`src/rtl/hack_pkg.sv`:
```
// Shared types and constants for the Hack CPU execution-control slice.
package hack_pkg;

   localparam int unsigned HACK_PC_W = 15;

   typedef enum logic [1:0] {
      ST_RST  = 2'd0,
      ST_HALT = 2'd1,
      ST_RUN  = 2'd2,
      ST_STEP = 2'd3
   } exec_state_t;

endpackage

```
`src/rtl/hack_exec_ctrl.sv`:
```
// Execution controller for the Hack CPU: sequences CPU reset, run, halt,
// single-step and PC breakpoints through a clock-enable and a CPU reset.
module hack_exec_ctrl
   import hack_pkg::*;
#(
   parameter int unsigned PC_W       = HACK_PC_W,
   parameter int unsigned CNT_W      = 32,
   parameter int unsigned RST_CYCLES = 4,
   parameter int unsigned AUTO_RUN   = 1
) (
   input  logic              clk,
   input  logic              reset,
   input  logic              run_req,
   input  logic              step_req,
   input  logic              soft_rst_req,
   input  logic              bp_en,
   input  logic [PC_W-1:0]   bp_addr,
   input  logic [PC_W-1:0]   pc,
   output logic              cpu_ce,
   output logic              cpu_reset,
   output exec_state_t       state,
   output logic              bp_hit,
   output logic [CNT_W-1:0]  instr_count
);

   localparam int unsigned    RC_W     = (RST_CYCLES > 1) ? $clog2(RST_CYCLES) : 1;
   localparam logic [RC_W-1:0] RC_LAST = RC_W'(RST_CYCLES - 1);
   localparam exec_state_t    POST_RST = (AUTO_RUN != 0) ? ST_RUN : ST_HALT;

   exec_state_t     state_q, state_d;
   logic [RC_W-1:0] rst_cnt_q, rst_cnt_d;
   logic            skip_q, skip_d;
   logic            bp_hit_d;
   logic            brk;

   // Skip masks the breakpoint so a resume from the break address executes it.
   assign brk   = bp_en && (pc == bp_addr) && !skip_q;
   assign state = state_q;

   // State register
   always_ff @(posedge clk) begin
      if (reset) begin
         state_q   <= ST_RST;
         rst_cnt_q <= '0;
         skip_q    <= 1'b0;
         bp_hit    <= 1'b0;
         cpu_reset <= 1'b1;
      end else begin
         state_q   <= state_d;
         rst_cnt_q <= rst_cnt_d;
         skip_q    <= skip_d;
         bp_hit    <= bp_hit_d;
         cpu_reset <= (state_d == ST_RST);
      end
   end

   // Next state and combinational clock enable
   always_comb begin
      state_d   = state_q;
      rst_cnt_d = '0;
      skip_d    = skip_q;
      bp_hit_d  = 1'b0;
      cpu_ce    = 1'b0;
      if (soft_rst_req) begin
         state_d = ST_RST;
         skip_d  = 1'b0;
      end else begin
         case (state_q)
            ST_RST: begin
               skip_d = 1'b0;
               if (rst_cnt_q == RC_LAST) begin
                  state_d = POST_RST;
               end else begin
                  rst_cnt_d = rst_cnt_q + RC_W'(1);
               end
            end
            ST_HALT: begin
               if (run_req) begin
                  state_d = ST_RUN;
                  skip_d  = 1'b1;
               end else if (step_req) begin
                  state_d = ST_STEP;
               end
            end
            ST_RUN: begin
               if (brk) begin
                  state_d  = ST_HALT;
                  bp_hit_d = 1'b1;
               end else if (run_req) begin
                  state_d = ST_HALT;
               end else begin
                  cpu_ce = 1'b1;
                  skip_d = 1'b0;
               end
            end
            ST_STEP: begin
               cpu_ce  = 1'b1;
               state_d = ST_HALT;
            end
            default: state_d = ST_RST;
         endcase
      end
   end

   // Saturating retired-instruction counter
   always_ff @(posedge clk) begin
      if (reset) begin
         instr_count <= '0;
      end else if (state_q == ST_RST) begin
         instr_count <= '0;
      end else if (cpu_ce && !cpu_reset && !(&instr_count)) begin
         instr_count <= instr_count + CNT_W'(1);
      end
   end

endmodule
```
`config.mk`:
```
export PLATFORM = sky130hd
export DESIGN_NAME = hack_exec_ctrl
export DESIGN_NICKNAME = d
export VERILOG_FILES = /design/src/rtl/hack_pkg.sv /design/src/rtl/hack_exec_ctrl.sv
export SDC_FILE = /design/constraint.sdc
export NUM_CORES = 1
export LEC_CHECK = 0
export CAP_MARGIN = 0
export CORE_UTILIZATION = 49
export CTS_CLUSTER_DIAMETER = 150
export DETAILED_ROUTE_END_ITERATION = 6
export PLACE_DENSITY = 0.85
export SYNTH_ARGS = -nofsm -noshare
export SYNTH_HDL_FRONTEND = slang
export SYNTH_SLANG_ARGS = --single-unit
```
`constraint.sdc`:
```
create_clock -name clk -period 5 [get_ports clk]
set_input_delay 1 -clock clk [delete_from_list [all_inputs] [get_ports clk]]
set_output_delay 1 -clock clk [all_outputs]
set_load 0.01 [all_outputs]
```
* After elaboration in Yosys (flattened, before gate mapping)
Index checks and enable logic that the tools add are counted.
** Cells by class
- Reductions and logical operators :: 16
- Add/subtract/negate cells :: 2
- Bitwise operators :: 2
- Shift-type cells :: 0
- Equal/unequal tests :: 8
- $mul :: 0
- Multiplexer cells :: 16
- Order comparisons :: 0
- Div/mod/pow operators :: 0
** Operators with widths (number)
- adder 32 x 1 -> 32 bit (second input constant) :: 1
- AND reduction 32 bit :: 1
- equality test 15 bit :: 1
- 2-to-1 mux 2 bit :: 6
- one-hot mux 2 bit (4 select lines) :: 1
- 2-to-1 mux 1 bit :: 7
- equality test 2 bit (second input constant) :: 3
- != test 2 bit (second input constant) :: 3
- logical AND 1 bit :: 4
- logical NOT 2 bit :: 2
- AND reduction 4 bit :: 1
- OR reduction 2 bit :: 2
- OR reduction 4 bit :: 1
- logical NOT 1 bit :: 3
- one-hot mux 1 bit (3 select lines) :: 1
- nonzero test 3 bit :: 1
- OR reduction 3 bit :: 1
- adder 2 x 1 -> 2 bit (second input constant) :: 1
- equality test 2 x 1 -> 1 bit (second input constant) :: 1
- NOT 1 bit :: 2
- one-hot mux 1 bit (2 select lines) :: 1
** Storage, ports and cells
- Output and inout bits :: 37
- Register bits after elaboration :: 39
- Memories :: 0
- Memory bits (writable) :: 0
- Input bits :: 36
- Bits in latches :: 0
- ROM bits :: 0

* Depth between registers and ports, before layout
- Depth after elaboration :: 8
- Mapped depth :: 9
- Mapped depth without buffers :: 7

* Least setup slack after synthesis
OpenSTA, ideal clock, no wires.
- Path kind :: in2out
- Start point :: input bp_addr[8]
- End point :: output cpu_ce
- Stages on the path :: 5
- Path buffers :: 0
- Path slack :: 2094 ps
- Arrival time :: 1906 ps
- Data required time :: 4000 ps
- Cell sequence :: xor2_1 -> nor4_1 -> nand4_1 -> nand2_1 -> a21oi_1
** Between the ends
- Cells in the longest elaborated chain, start to end :: 6
** RTL lines
- from (decl) :: line hack_exec_ctrl.sv:17 : input logic [PC_W-1:0] bp_addr,
- equality test 15 bit :: line hack_exec_ctrl.sv:37 : assign brk = bp_en && (pc == bp_addr) && !skip_q;
- logical AND 1 bit (2 in a row) :: line hack_exec_ctrl.sv:37
- 2-to-1 mux 1 bit :: line hack_exec_ctrl.sv:86 : if (brk) begin
- one-hot mux 1 bit (2 select lines) :: line hack_exec_ctrl.sv:68 : case (state_q)
- 2-to-1 mux 1 bit :: line hack_exec_ctrl.sv:64 : if (soft_rst_req) begin
- to (decl) :: line hack_exec_ctrl.sv:19 : output logic cpu_ce,
No other way between the ends.

* Worst setup path in the final report
Ends and elaborated chain as after synthesis.

==> run_results.csv <==
group,metric,value,unit
pwr,irDropWorstVdd,0.184,mV
synthesis,synth_area,2190,um^2
final_layout,antenna_cells,0,
synthesis,syn_inst,259,
critical_path,cp-end-kind,"primary output",
synthesis,async_flop_share,0,
pwr,power_leakage,0.974,nW
sta,slew_headroom,0.422,
final_layout,final_common_cell,"clkdlybuf4s50_1",
place,portBuffers,72,
grt,grt_max_degree,38,
critical_path,rr_worst_depth,7,
final_layout,final_cells,379,
clock_tree,ctsLongestPathBuffers,2,
synthesis,synth_warnings,0,
synthesis,synth_edf_count,0,
route,first_pass_iters,4,
route,dr.first_iter.drc_count,184,
sta,hold_viol,0,
final_layout,drive_gt1_frac,0.0729,
sta,setup_viol,0,
critical_path,crit_required,4000,ps
pwr,pwr_density_cell,207,nW/um^2
critical_path,arrival,3080,ps
final_layout,area_growth,38.5,%
synthesis,synth_nets,297,
critical_path,r2r-end,"instr_count[27]",
clock_tree,ctsRootBufferMaster,"clkbuf_8",
critical_path,crit_fanout,6,
floorplanning,io-pin-count,73,
synthesis,synth_ff_type,"dfxtp_1",
synthesis,ys_seq_area_frac,0.356,
grt,grt_overflow_total,0,
sta,period_share,0.815,
route,viasPerCell,6.05,
clock_tree,hold_buffers,0,
grt,antenna_found_initial,0,
floorplanning,core,4140,um^2
sta,hold_slack,440,ps
clock_tree,cts_made_buffers,5,
final_layout,final_cell_area,3040,um^2
grt,grt_first_pass_wirelength,8.99,mm
route,drc,0,
final_layout,final_nets,366,
critical_path,slowest_delay,490,ps
final_layout,final_cell_mix,"clkdlybuf4s50_1, dfxtp_1, a21oi_1",
clock_tree,tritoncts,"built",
critical_path,crit_top_cell,"clkdlybuf4s50_1",
floorplanning,die_h,68.9,um
clock_tree,post_cts_buffers,0,
grt,track_usage,0.252,
critical_path,worstReg2RegStart,"instr_count[0]",
critical_path,reg2reg_slack,2580,ps
place,gp_congestion,0.780,
floorplanning,die_area,4750,um^2
clock_tree,post_cts_resized,0,
sta,fin_ws,923,ps
clock_tree,cts.sinks,39,
critical_path,slowest_stage,"clkdlybuf4s50_1",
place,dp_cells,371,
floorplanning,die_w,68.9,um
sta,rsz0062_at_grt,"no",
sta,tightest_slew,865,ps
sta,clock_skew,10.0,ps
place,placed_cell_area,2930,um^2
grt,grt_pass1_vias,2050,
floorplanning,rows,23,
sta,setup_tns,0,ps
route,num_vias,2292,
worst_hold_path,hold_start,"rst_cnt_q[0]",
route,drt_wl_total,5.49,mm
clock_tree,clk_pin_slew,70,ps
synthesis,syn_area_per_cell,8.47,um^2
critical_path,startpoint_type,"input port",
sta,drv_slew,0,
clock_tree,htree_levels,2,
synthesis,ys_ff_latch,39,
clock_tree,clk_latency,290,ps
place,dp_hpwl,4.08,mm
worst_hold_path,hp-class,"reg2reg",
sta,period_needed,4080,ps
critical_path,critical_path_class,"in2out",
run_status,status,"finished clean",
critical_path,path_cells,"clkdlybuf4s50_1 -> xor2_1 -> nor4_1 -> nand4_1 -> nand2_1 -> a21oi_1 -> clkdlybuf4s50_1",
route,routedWlPerCell,14.5,um
worst_hold_path,hold_end,"rst_cnt_q[0]",
synthesis,synthDistinctLibCells,45,
sta,clock.fmax,245,MHz
worst_hold_path,hold_depth,1,
flow_run,cap_violations,0,
place,dp_slack,990,ps
floorplanning,initial_utilization,0.530,
route,ant_nets,0,
[synth_stat cells, types with 8 or more instances]
library cell / instances / area (um^2)
o21ai_0: 13 / 65.1
xor2_1: 18 / 158
nand3_1: 13 / 65.1
or3_1: 11 / 68.8
dfxtp_1: 39 / 781
o31ai_1: 8 / 60.1
or4_1: 10 / 75.1
a21oi_1: 22 / 110
nor2_1: 15 / 56.3
nand4_1: 11 / 68.8
nor4_1: 15 / 93.8
nand2_1: 19 / 71.3
[state kept, by name, indices dropped and copies added, names as in the netlist]
| signal | flops |
|---|---|
| bp_hit | 1 |
| cpu_reset | 1 |
| instr_count | 32 |
| rst_cnt_q | 2 |
| skip_q | 1 |
| state | 2 |
[per-layer routing]
layer,vias to the layer above,track usage,wire (um),part of all wire
met4,0,0.0714,63,0.011
met1,1088,0.310,2430,0.44
met3,7,0.0477,273,0.050
met2,67,0.443,2720,0.50
met5,-,0,0,0
li1,1130,-,-,-
[how the worst max path moves through the flow]
stage | start | to | slack (ps) | cells after the start
6_report | bp_addr[8] | cpu_ce | 920 | 7
5_1_grt | bp_addr[8] | cpu_ce | 790 | 7
4_1_cts | bp_addr[8] | cpu_ce | 930 | 7
3_5_place_dp | bp_addr[8] | cpu_ce | 990 | 7
3_3_place_gp | bp_addr[8] | cpu_ce | 1040 | 7
2_1_floorplan | bp_addr[8] | cpu_ce | 2090 | 5
[cell families after synthesis]
family | synth area share
compound gates | 0.192
xor+xnor | 0.0758
flops | 0.356
fa+ha+maj | 0.0114
buf+inv | 0.0331
simple gates | 0.332
[worst max-delay path: cells and delay by family]
family                    cells  cell delay, ps
and+or+nand+nor               3             880
AOI/OAI and AO/OA             1             110
buffers and inverters         2             900
xor gates and xnor gates      1             180
[stage by stage]
| stage | power, mW | util |
|---|---|---|
| 4_1_cts | 0.630 | 0.734 |
| 5_1_grt | 0.649 | 0.734 |
| 2_1_floorplan | 0.335 | - |
| 6_report | 0.628 | 0.734 |
| 3_5_place_dp | 0.368 | 0.707 |
| 3_3_place_gp | 0.367 | 0.707 |
[report_power, final]
part / switching, mW / internal [mW] / leakage [nW]
combinational: 0.0173 / 0.0318 / 0.601
sequential: 0.000590 / 0.311 / 0.314
clock: 0.119 / 0.149 / 0.0581
total: 0.136 / 0.492 / 0.974
[layout make-up]
cell class	instances	area (um^2)
flip-flops and latches	39	781
well taps	50	62.6
multi-input cells	205	1340
repair buffers	73	728
clock inverters	3	43.8
inverters	4	15.0
fillers	335	1100
clock buffers	5	68.8
No activity file was read; power rests on OpenSTA's default activity.
